===== config.mk =====
export PLATFORM = sky130hd
export DESIGN_NAME = control_unit
export DESIGN_NICKNAME = d
export VERILOG_FILES = /design/src/rtl/protocore_pkg.sv /design/src/rtl/instr_decode.sv /design/src/rtl/control_unit.sv
export SDC_FILE = /design/constraint.sdc
export NUM_CORES = 1
export LEC_CHECK = 0
export CAP_MARGIN = 10
export CELL_PAD_IN_SITES_DETAIL_PLACEMENT = 0
export CELL_PAD_IN_SITES_GLOBAL_PLACEMENT = 1
export CORE_ASPECT_RATIO = 1.25
export CORE_MARGIN = 3
export CORE_UTILIZATION = 33
export DETAILED_ROUTE_END_ITERATION = 16
export GPL_TIMING_DRIVEN = 0
export PLACE_DENSITY = 0.75
export SETUP_SLACK_MARGIN = 0.02
export SYNTH_ARGS = -nofsm -noshare
export SYNTH_HDL_FRONTEND = slang
export SYNTH_HIERARCHICAL = 1
export SYNTH_SLANG_ARGS = --single-unit

===== constraint.sdc =====
create_clock -name clk -period 1.8 [get_ports clk]
set_input_delay 0.54 -clock clk [delete_from_list [all_inputs] [get_ports clk]]
set_output_delay 0.54 -clock clk [all_outputs]
set_load 0.01 [all_outputs]

===== src/rtl/protocore_pkg.sv =====
// Shared definitions for the protocore sequencer: opcodes, FSM states,
// instruction field positions and the decoded-instruction bundle.
package protocore_pkg;

  // Instruction word and field layout: [15:12] op, [11:8] rd, [7:4] ra, [3:0] rb
  localparam int INSTR_W = 16;
  localparam int OP_LSB  = 12;
  localparam int RD_LSB  = 8;
  localparam int RA_LSB  = 4;
  localparam int RB_LSB  = 0;
  localparam int IMM_LSB = 0;

  // Opcodes 0-7 are ALU operations; op[2:0] is the ALU select
  localparam logic [3:0] OP_LDI  = 4'h8;
  localparam logic [3:0] OP_JMP  = 4'h9;
  localparam logic [3:0] OP_BZ   = 4'hA;
  localparam logic [3:0] OP_BC   = 4'hB;
  localparam logic [3:0] OP_HALT = 4'hF;

  typedef enum logic [2:0] {
    ST_IDLE   = 3'd0,
    ST_FETCH  = 3'd1,
    ST_DECODE = 3'd2,
    ST_EXEC   = 3'd3,
    ST_WB     = 3'd4,
    ST_HALTED = 3'd5
  } state_t;

  // Everything the sequencer needs from the instruction register
  typedef struct packed {
    logic       is_alu;
    logic       is_ldi;
    logic       is_halt;
    logic [2:0] alu_op;
    logic [3:0] rd;
    logic [3:0] ra;
    logic [3:0] rb;
    logic [7:0] imm8;
  } dec_t;

  // ALU operations occupy the lower half of the opcode space
  function automatic logic op_is_alu(input logic [3:0] op);
    return ~op[3];
  endfunction

endpackage


===== src/rtl/instr_decode.sv =====
// Combinational decode of the instruction register into control fields,
// instruction class flags and the resolved branch/jump decision.
module instr_decode
  import protocore_pkg::*;
#(
  parameter int PC_WIDTH = 8
) (
  input  logic [INSTR_W-1:0]  ir,
  input  logic                z_flag,
  input  logic                c_flag,
  output dec_t                dec,
  output logic                taken,
  output logic [PC_WIDTH-1:0] target
);

  logic [3:0] op;
  logic       is_jmp;
  logic       is_bz;
  logic       is_bc;

  assign op     = ir[OP_LSB +: 4];
  assign is_jmp = (op == OP_JMP);
  assign is_bz  = (op == OP_BZ);
  assign is_bc  = (op == OP_BC);

  // Field extraction and class flags; NOP opcodes simply match no class
  always_comb begin
    dec         = '0;
    dec.is_alu  = op_is_alu(op);
    dec.is_ldi  = (op == OP_LDI);
    dec.is_halt = (op == OP_HALT);
    dec.alu_op  = op[2:0];
    dec.rd      = ir[RD_LSB +: 4];
    dec.ra      = ir[RA_LSB +: 4];
    dec.rb      = ir[RB_LSB +: 4];
    dec.imm8    = ir[IMM_LSB +: 8];
  end

  // Conditional branches test the flags latched by the last completed ALU op
  assign taken  = is_jmp | (is_bz & z_flag) | (is_bc & c_flag);
  assign target = ir[PC_WIDTH-1:0];

endmodule


===== src/rtl/control_unit.sv =====
// Instruction sequencer: fetch/decode/execute/writeback FSM that fetches
// from a synchronous-read instruction memory and drives datapath controls.
module control_unit
  import protocore_pkg::*;
#(
  parameter int PC_WIDTH = 8
) (
  input  logic                clk,
  input  logic                rst,
  input  logic                start,
  output logic [PC_WIDTH-1:0] imem_addr,
  input  logic [INSTR_W-1:0]  imem_data,
  input  logic                alu_zero,
  input  logic                alu_carry,
  output logic [3:0]          ra_addr,
  output logic [3:0]          rb_addr,
  output logic [3:0]          write_addr,
  output logic [7:0]          write_data,
  output logic                wb_sel,
  output logic                write_en,
  output logic [2:0]          alu_opcode,
  output logic                busy,
  output logic                halted
);

  state_t               state_q;
  logic [PC_WIDTH-1:0]  pc_q;
  logic [INSTR_W-1:0]   ir_q;
  logic                 z_q;
  logic                 c_q;
  logic                 busy_q;
  logic                 halted_q;
  logic                 write_en_q;

  dec_t                 dec;
  logic                 taken;
  logic [PC_WIDTH-1:0]  target;
  logic [PC_WIDTH-1:0]  pc_d;
  logic                 ex_or_wb;

  instr_decode #(
    .PC_WIDTH (PC_WIDTH)
  ) u_decode (
    .ir     (ir_q),
    .z_flag (z_q),
    .c_flag (c_q),
    .dec    (dec),
    .taken  (taken),
    .target (target)
  );

  // Sequential successor or redirect; ALU/LDI never redirect, so they get PC+1
  assign pc_d = taken ? target : (pc_q + PC_WIDTH'(1));

  // Sequencer FSM with registered status outputs and write strobe
  always_ff @(posedge clk or posedge rst) begin
    if (rst) begin
      state_q    <= ST_IDLE;
      pc_q       <= '0;
      ir_q       <= '0;
      z_q        <= 1'b0;
      c_q        <= 1'b0;
      busy_q     <= 1'b0;
      halted_q   <= 1'b0;
      write_en_q <= 1'b0;
    end else begin
      write_en_q <= 1'b0;
      case (state_q)
        ST_IDLE, ST_HALTED: begin
          if (start) begin
            state_q  <= ST_FETCH;
            pc_q     <= '0;
            z_q      <= 1'b0;
            c_q      <= 1'b0;
            busy_q   <= 1'b1;
            halted_q <= 1'b0;
          end
        end
        ST_FETCH: begin
          state_q <= ST_DECODE;
        end
        ST_DECODE: begin
          ir_q    <= imem_data;
          state_q <= ST_EXEC;
        end
        ST_EXEC: begin
          if (dec.is_alu) begin
            z_q <= alu_zero;
            c_q <= alu_carry;
          end
          if (dec.is_alu || dec.is_ldi) begin
            // Writing instructions defer the PC update to writeback
            state_q    <= ST_WB;
            write_en_q <= 1'b1;
          end else if (dec.is_halt) begin
            // PC stays on the HALT address
            state_q  <= ST_HALTED;
            busy_q   <= 1'b0;
            halted_q <= 1'b1;
          end else begin
            state_q <= ST_FETCH;
            pc_q    <= pc_d;
          end
        end
        ST_WB: begin
          state_q <= ST_FETCH;
          pc_q    <= pc_d;
        end
        default: begin
          state_q  <= ST_IDLE;
          busy_q   <= 1'b0;
          halted_q <= 1'b0;
        end
      endcase
    end
  end

  // Datapath controls are held from IR across EXEC and WB, zero elsewhere
  assign ex_or_wb   = (state_q == ST_EXEC) || (state_q == ST_WB);
  assign imem_addr  = pc_q;
  assign ra_addr    = ex_or_wb ? dec.ra     : 4'd0;
  assign rb_addr    = ex_or_wb ? dec.rb     : 4'd0;
  assign write_addr = ex_or_wb ? dec.rd     : 4'd0;
  assign write_data = ex_or_wb ? dec.imm8   : 8'd0;
  assign alu_opcode = ex_or_wb ? dec.alu_op : 3'd0;
  assign wb_sel     = ex_or_wb & dec.is_alu;
  assign write_en   = write_en_q;
  assign busy       = busy_q;
  assign halted     = halted_q;

endmodule

# Yosys cells after proc, flatten, opt, wreduce, memory -nomap -nowiden
# Index checks and enable logic that the tools add are counted.
# W data, S select, Z words.
# totals
ff_bits	32
latchBits	0
ramBits	0
mem_bits_ro	0
inputBits	21
out_inout_bits	35
wordCells	69
n_memories	0
# op_classes
add_sub_neg	1
multipliers	0
div	0
n_lt_le_gt_ge	0
eq_ne	15
shifts	0
mux	28
bitwise_logic	7
n_reduce_logical	10
# op_table
cell	n
$mux W8	5
$pmux W8 S3	1
$eq A4 B4 Y1 const B	5
$pmux W3 S5	1
$mux W3	4
$mux W4	3
$mux W1	10
$ne A2 B2 Y1 const B	5
$add A8 B1 Y8 const B	1
$reduce_and A4 Y1	2
$eq A3 B2 Y1 const B	2
$eq A3 B3 Y1 const B	2
$pmux W1 S3	2
$pmux W1 S2	2
$and A1 B1 Y1	3
$eq A3 B1 Y1 const B	1
$logic_not A3 Y1	1
$reduce_and A3 Y1	1
$reduce_bool A3 Y1	1
$reduce_or A3 Y1	1
$logic_or A1 B1 Y1	2
$not A1 Y1	2
$or A1 B1 Y1	2
$reduce_bool A2 Y1	1
$reduce_or A2 Y1	1

# Longest topological paths before layout
# Gate-level depths: netlist of the first run.
# logic_depth
word_depth	8
ltp_mapped	7
depth_no_buf	6

# By module
# Netlist of the first run, hierarchy kept.
# by_module_without_submodules
module	n_inst	cells_each	area_each_um2	seq_area_each_um2
control_unit	1	162	1730.4	800.8
instr_decode	1	37	289.0	0.0

# Worst setup path before layout of the first run
# No wires, ideal clock.
# synth_timing
path_type	register to output
from	register state_q[0]
to	output alu_opcode[0]
arrival_ns	1.306
required_ns	1.260
slack_ns	-0.046
path_stages_with_launch	5
n_path_buf	1
path_cell_list	dfrtp_1 -> nor3b_1 -> nor2_1 -> buf_2 -> nor2b_1
# synth_via
elab_chain_cells	3
word_cells_on_any_way	4
cone_classes	2 x eq/ne; 1 x mux; 1 x reduce/logical
# synth_lines
element	line_no	rtl
from (decl)	control_unit.sv:26	state_t state_q;
from (signal assigned)	control_unit.sv:58	state_q <= ST_IDLE;
from (signal assigned)	control_unit.sv:71	state_q <= ST_FETCH;
from (signal assigned)	control_unit.sv:80	state_q <= ST_DECODE;
$eq A3 B2 Y1 or $eq A3 B3 Y1 (tied branches)	control_unit.sv:119	assign ex_or_wb = (state_q == ST_EXEC) || (state_q == ST_WB);
$logic_or A1 B1 Y1 *	control_unit.sv:119	
$mux W3 *	control_unit.sv:125	assign alu_opcode = ex_or_wb ? dec.alu_op : 3'd0;
to (decl)	control_unit.sv:21	output logic [2:0] alu_opcode,
# Mark *: on every way between the ends. The rest lies on a longest branch, timed or not.

# Worst setup path in the final report of the first run
# layout_timing
from	register state_q[1]
to	output write_data[3]
# layout_via
elab_chain_cells	3
word_cells_on_any_way	4
cone_classes	2 x eq/ne; 1 x mux; 1 x reduce/logical
# layout_lines
element	line_no	rtl
$eq A3 B2 Y1 or $eq A3 B3 Y1 (tied branches)	control_unit.sv:119	
$logic_or A1 B1 Y1 *	control_unit.sv:119	
$mux W8 *	control_unit.sv:124	assign write_data = ex_or_wb ? dec.imm8 : 8'd0;
to (decl)	control_unit.sv:18	output logic [7:0] write_data,
# Marks and branches as above.

==> flow_metrics.py, run 1 <==
metrics = {
    "cts": {
        "cts_buffers": 5,
        "h-tree-depth": 2,
        "tritoncts": "done",
        "cts_hold_buf": 0,
        "cts.sinks": 32,
        "cts_root_buffer": "clkbuf_8",
        "clk_latency_ps": 280,
        "clk_path_buf_depth": 2,
        "path_clk_slew_ps": 70,
    },
    "routing": {
        "first_pass_iters": 4,
        "drtIter0Drc": 58,
        "wl_per_cell_um": 13.92,
        "drc_errors": 0,
        "routed_wl_mm": 5.220,
        "via_per_inst": 4.669,
        "drtAntennaViolNets": 0,
        "vias": 1751,
    },
    "critical_path": {
        "cp_max_fo": 7,
        "worst_setup_path_end_kind": "primary output",
        "cp.required_ps": 1260,
        "worst-setup-path-type": "flop to primary output",
        "crit_arrival_ps": 1650,
        "cp-start-kind": "flop",
    },
    "finish": {
        "fin_nets": 314,
        "final_util_pct": 53.92,
        "drive_above_1_share_pct": 47.44,
        "antenna_cells": 0,
        "stdcell_area_sq_mm": 0.003158,
        "syn_to_final_growth_pct": 56.38,
    },
    "timing": {
        "fmax_mhz": 457.4,
        "tightestPinTransition_ps": 771.4,
        "fin_crit_ps": 2186,
        "slew_headroom_pct": 48.52,
        "setup_ws_ps": -386.4,
        "finalCritPeriodShare_pct": 121.5,
        "whs_ps": 490.4,
        "setup_tns_ps": -8557,
        "hold_viol_final": 0,
        "maxSlewViolCount": 0,
        "rsz0062_at_grt": "true",
        "fin_worst_skew_ps": 5.805,
        "setup_violations": 24,
    },
    "synth": {
        "syn-cell-area_sq_mm": 0.002019,
        "synth.largest_area_cell": "dfrtp_1",
        "async_flop_share_pct": 100.0,
        "syn_area_per_cell_sq_um": 10.15,
        "synth_nets": 221,
        "synth-seq-area-share_pct": 39.65,
        "ys_seq_elements": 32,
        "yosys-top-cells-area": "dfrtp_1 (40%), buf_4 (12%), nor2b_1 (8.7%)",
        "synth_cell_types": 49,
        "synth_common_cells": "buf_4 (32), dfrtp_1 (32), nor2b_1 (28), mux2_1 (10), nor2_1 (9)",
        "yosysTopAreaCellShare_pct": 39.65,
        "synthFlopType": "dfrtp_1",
        "synth_edf_count": 0,
        "synth_cells": 199,
        "yosysWarningCount": 6,
    },
    "grt": {
        "overflow": 0,
        "grt_util_all_layers_pct": 15.37,
        "grt_start_max_net_pins": 19,
        "grt_pass1_vias": 1727,
        "antenna_found_initial": 0,
        "grt_pass1_wl_mm": 8.659,
    },
    "die": {
        "dieArea_sq_mm": 0.007100,
        "rows": 31,
        "ios": 56,
        "fp.dieH_um": 93.46,
        "coreArea_sq_mm": 0.005857,
        "die_x_um": 75.97,
        "start_util_pct": 34.48,
    },
    "run_status": {
        "violations": "setup timing",
        "outcome": "complete, but fails checks",
    },
    "power_and_ir_drop": {
        "leakage_uw": 0.001437,
        "p_per_area_mw_per_mm2": 1899,
        "max-vdd-ir-drop_mv": 1.021,
    },
    "place": {
        "pre_cts_slack_ps": -696.7,
        "io_buffers": 55,
        "gp_congestion": 0.7784,
        "placed_cell_area_sq_mm": 0.002708,
        "hpwl_mm": 3.511,
    },
    "job": {
        "cap_violations": 0,
    },
    "hold_path": {
        "worstHoldPathType": "flop to flop",
    },
}
-- per-stage QoR --
step | power (uW) | instances
6_report | 5996 | 375
5_1_grt | 6434 | 375
4_1_cts | 5609 | 370
3_5_place_dp | 4477 | 337
3_3_place_gp | 4437 | 336
2_1_floorplan | 3359 | 199
-- report_power, final --
group,leakage [uW],switching [uW],internal [uW]
Clock,0.0000455,264,312
Combinational,0.00101,1620,2380
Sequential,0.000385,339,1080
Total,0.00144,2230,3770
-- cells by family after synthesis --
kind of cell	share of synthesized area (%)
fa+ha+maj	0.6195
compound gates	13.63
xor+xnor	0.4338
mux	9.417
buf+inv	14.68
simple gates	21.56
flops	39.65
-- final cells by class --
class / count / area (sq um)
clock buffers: 8 / 90.09
multi-input cells: 122 / 1036
flip-flops and latches: 32 / 810.8
repair buffers: 88 / 820.8
fillers: 556 / 2699
plain buffers: 38 / 279.0
well taps: 82 / 102.6
inverters: 5 / 18.77
-- timing repair --
action                                  4_1_cts  5_1_grt
gates resized for setup                     130       34
endpoints found under the setup margin       39       42
pin swaps                                     4        8
setup buffers                                23        8
cloned                                        2        0
-- flip-flops by register name (all words and copies together), names as in the netlist --
signal	count
imem_addr	8
c_q	1
write_en	1
busy	1
state_q	3
ir_q	16
halted	1
z_q	1
-- path summary, 6_finish.rpt --
kind | from | endpoint | depth (start not counted) | slack (ps)
setup / recovery | state_q[1] | write_data[3] | 6 | -390
hold / removal | ir_q[10] | ir_q[10] | 1 | 490
setup reg to reg | ir_q[13] | imem_addr[7] | 5 | 50
hold reg to reg | ir_q[10] | ir_q[10] | 1 | 490
max in group asynchronous | rst | ir_q[14] | 3 | 550
min in group asynchronous | rst | imem_addr[0] | 2 | 700
-- metal layers --
metal / wire length [um] / global-route usage, %
met1: 2205 / 18.02
met2: 2729 / 27.44
met3: 198 / 3.468
met4: 86 / 5.740
met5: 0 / 0
-- cells in the final DEF (no fill, tap or decap), drive strengths merged, types with 2 or more instances in the layout --
cell type,count
buf,94
dfrtp,32
nor2b,28
clkdlybuf4s50,25
mux2,16
nor2,10
clkbuf,9
a21oi,8
nand2,7
a221o,5
inv,5
dlygate4sd2,4
o21ai,4
nand3,3
nor4b,3
o41ai,2
nand2b,2
o31ai,2
a22o,2
a31oi,2
a32o,2
dlymetal6s2s,2
nor4,2
and3b,2
nor3b,2
or3b,2
-- critical path, stage by stage, from the launching register on --
cell,delay (ps)
dfrtp_2,440
and3b_2,240
nor2_4,260
buf_6,160
buf_12,90
nor2b_1,40
buf_2,130
No activity file was read; power rests on OpenSTA's default activity.
==> inputs of run 2 (changes only) <==
- SLEW_MARGIN: default -> 30
==> flow_metrics.py, run 2 (synthesis results as in run 1) <==
metrics = {
    "run_status": {
        "outcome": "complete, but fails checks",
        "violations": "setup timing",
    },
    "critical_path": {
        "regToRegEndpoint": "imem_addr[7]",
        "slowest_stage": "dfrtp_1",
        "reg2reg_slack_ps": 40,
        "crit_family": "simple AND/OR/NAND/NOR gates",
        "slowest_delay_ps": 430,
        "reg2reg_depth": 5,
        "critical_path.cell_chain": "nor3b_4 > nor2_4 > buf_4 > buf_6 > nor2b_1 > buf_2",
        "reg2reg_from": "ir_q[13]",
        "crit_arrival_ps": 1580,
        "cp.required_ps": 1260,
        "crit_buf_inv": 3,
        "worst_setup_path_end_kind": "primary output",
        "cp_max_fo": 5,
        "worst-setup-path-type": "flop to primary output",
        "cp.depth": 6,
        "cp-start-kind": "flop",
    },
    "power_and_ir_drop": {
        "switchingPower_uw": 2097,
        "p_per_area_mw_per_mm2": 1855,
        "swShare_pct": 38.23,
        "p_comb_share_pct": 63.5,
        "sequentialPowerShare_pct": 25.9,
        "leakage_uw": 0.001351,
        "max-vdd-ir-drop_mv": 0.7569,
        "p_int_uw": 3389,
        "clockPowerShare_pct": 10.5,
    },
    "cts": {
        "h-tree-depth": 2,
        "cts_buffers": 5,
        "cts_hold_buf": 0,
        "clk_latency_ps": 290,
        "path_clk_slew_ps": 70,
        "cts.sinks": 32,
        "clk_path_buf_depth": 2,
        "cts_root_buffer": "clkbuf_8",
        "tritoncts": "done",
    },
    "grt": {
        "antenna_found_initial": 0,
        "grt_start_max_net_pins": 33,
        "grt_pass1_vias": 1700,
        "grt_util_all_layers_pct": 15.04,
        "grt_pass1_wl_mm": 8.459,
        "overflow": 0,
    },
    "timing": {
        "fin_worst_skew_ps": 4.236,
        "fmax_mhz": 471.0,
        "setup_ws_ps": -323.0,
        "tightestPinTransition_ps": 680.1,
        "setup_violations": 24,
        "finalCritPeriodShare_pct": 117.9,
        "slew_headroom_pct": 54.60,
        "hold_viol_final": 0,
        "maxSlewViolCount": 0,
        "fin_crit_ps": 2123,
        "rsz0062_at_grt": "true",
    },
    "finish": {
        "antenna_cells": 0,
        "final_cells": 366,
        "fill_cells": 573,
        "regMostFlops": "ir_q",
        "syn_to_final_growth_pct": 46.41,
        "drive_above_1_share_pct": 45.77,
        "largest_reg_flops": 16,
        "fin_nets": 305,
        "layout_commonest_cell": "buf_4",
        "mostFrequentLayoutCells": "buf_4 (50), buf_2 (25), dfrtp_1 (24), nor2b_1 (23), clkdlybuf4s50_1 (23)",
    },
    "routing": {
        "routed_wl_mm": 5.192,
        "drtAntennaViolNets": 0,
        "via_per_inst": 4.732,
        "wl_per_cell_um": 14.19,
        "drc_errors": 0,
        "vias": 1732,
        "drtIter0Drc": 90,
        "first_pass_iters": 4,
    },
    "job": {
        "cap_violations": 0,
    },
    "die": {
        "start_util_pct": 34.48,
        "dieArea_sq_mm": 0.007100,
        "die_x_um": 75.97,
        "coreArea_sq_mm": 0.005857,
        "fp.dieH_um": 93.46,
        "ios": 56,
        "rows": 31,
    },
    "place": {
        "io_buffers": 55,
        "pre_cts_slack_ps": -663.6,
        "placedCellCount": 336,
        "hpwl_mm": 3.426,
        "gp_congestion": 0.7784,
    },
    "hold_path": {
        "worstHoldPathType": "flop to flop",
        "min_path_cells": 1,
        "min_from": "ir_q[8]",
        "min_to": "ir_q[8]",
    },
}
-- run 2: cell type report --
cell class              count  area [sq um]  area share, %
multi-input cells         122          1008          34.11
flip-flops and latches     32         810.8          27.42
repair buffers             80         654.4          22.13
plain buffers              37         271.5          9.183
well taps                  82         102.6          3.470
clock buffers               8         90.09          3.047
inverters                   5         18.77         0.6348
-- run 2: through the flow --
stage / hold slack (ps) / TNS, ps / cell area (sq um) / total power [uW] / utilization [%]
floorplan: 458.5 / 0 / 2027 / 3359 / -
global placement: 470.7 / -28180 / 2680 / 4437 / 45.76
detailed placement: 480.6 / -17690 / 2680 / 4460 / 45.76
CTS: 495.7 / -7516 / 2855 / 5344 / 48.75
global route: 509.2 / -8509 / 2957 / 5915 / 50.48
finish: 491.0 / -6239 / 2957 / 5485 / 50.48
-- run 2: power groups by stage --
stage	Clock, uW	Sequential, uW	Combinational (uW)
after floorplan	0	1390	1970
after global placement	0	1430	3010
after detailed placement	0	1440	3020
after CTS	602	1410	3330
after global routing	629	1480	3810
final	578	1420	3490
-- run 2: metal layers --
| metal | GRT usage (%) | share of wire (%) |
|---|---|---|
| met3 | 3.757 | 4.4 |
| met1 | 17.24 | 43 |
| met5 | 0 | 0 |
| met2 | 27.07 | 51 |
| met4 | 5.589 | 1.7 |
-- run 2: worst register-to-register path: stages, from the launching register on --
cell and delay, ps:
dfrtp_2 450, nor4_4 360, nor3_4 90, a21oi_4 280
inv_2 130, a221o_1 330
-- run 2: worst max path at each step --
stage,start,slack (ps),end
floorplan,state_q[1],70,alu_opcode[0]
global placement,state_q[1],-690,ra_addr[3]
detailed placement,state_q[1],-660,ra_addr[3]
CTS,state_q[1],-340,alu_opcode[0]
global route,state_q[0],-400,rb_addr[2]
finish,state_q[0],-320,write_addr[3]
-- run 2: repair_timing --
item,4_1_cts,5_1_grt
endpoints found under the setup margin,40,45
gates cloned,2,0
buffers inserted,17,6
gates resized for setup,126,25
pin swaps,4,11
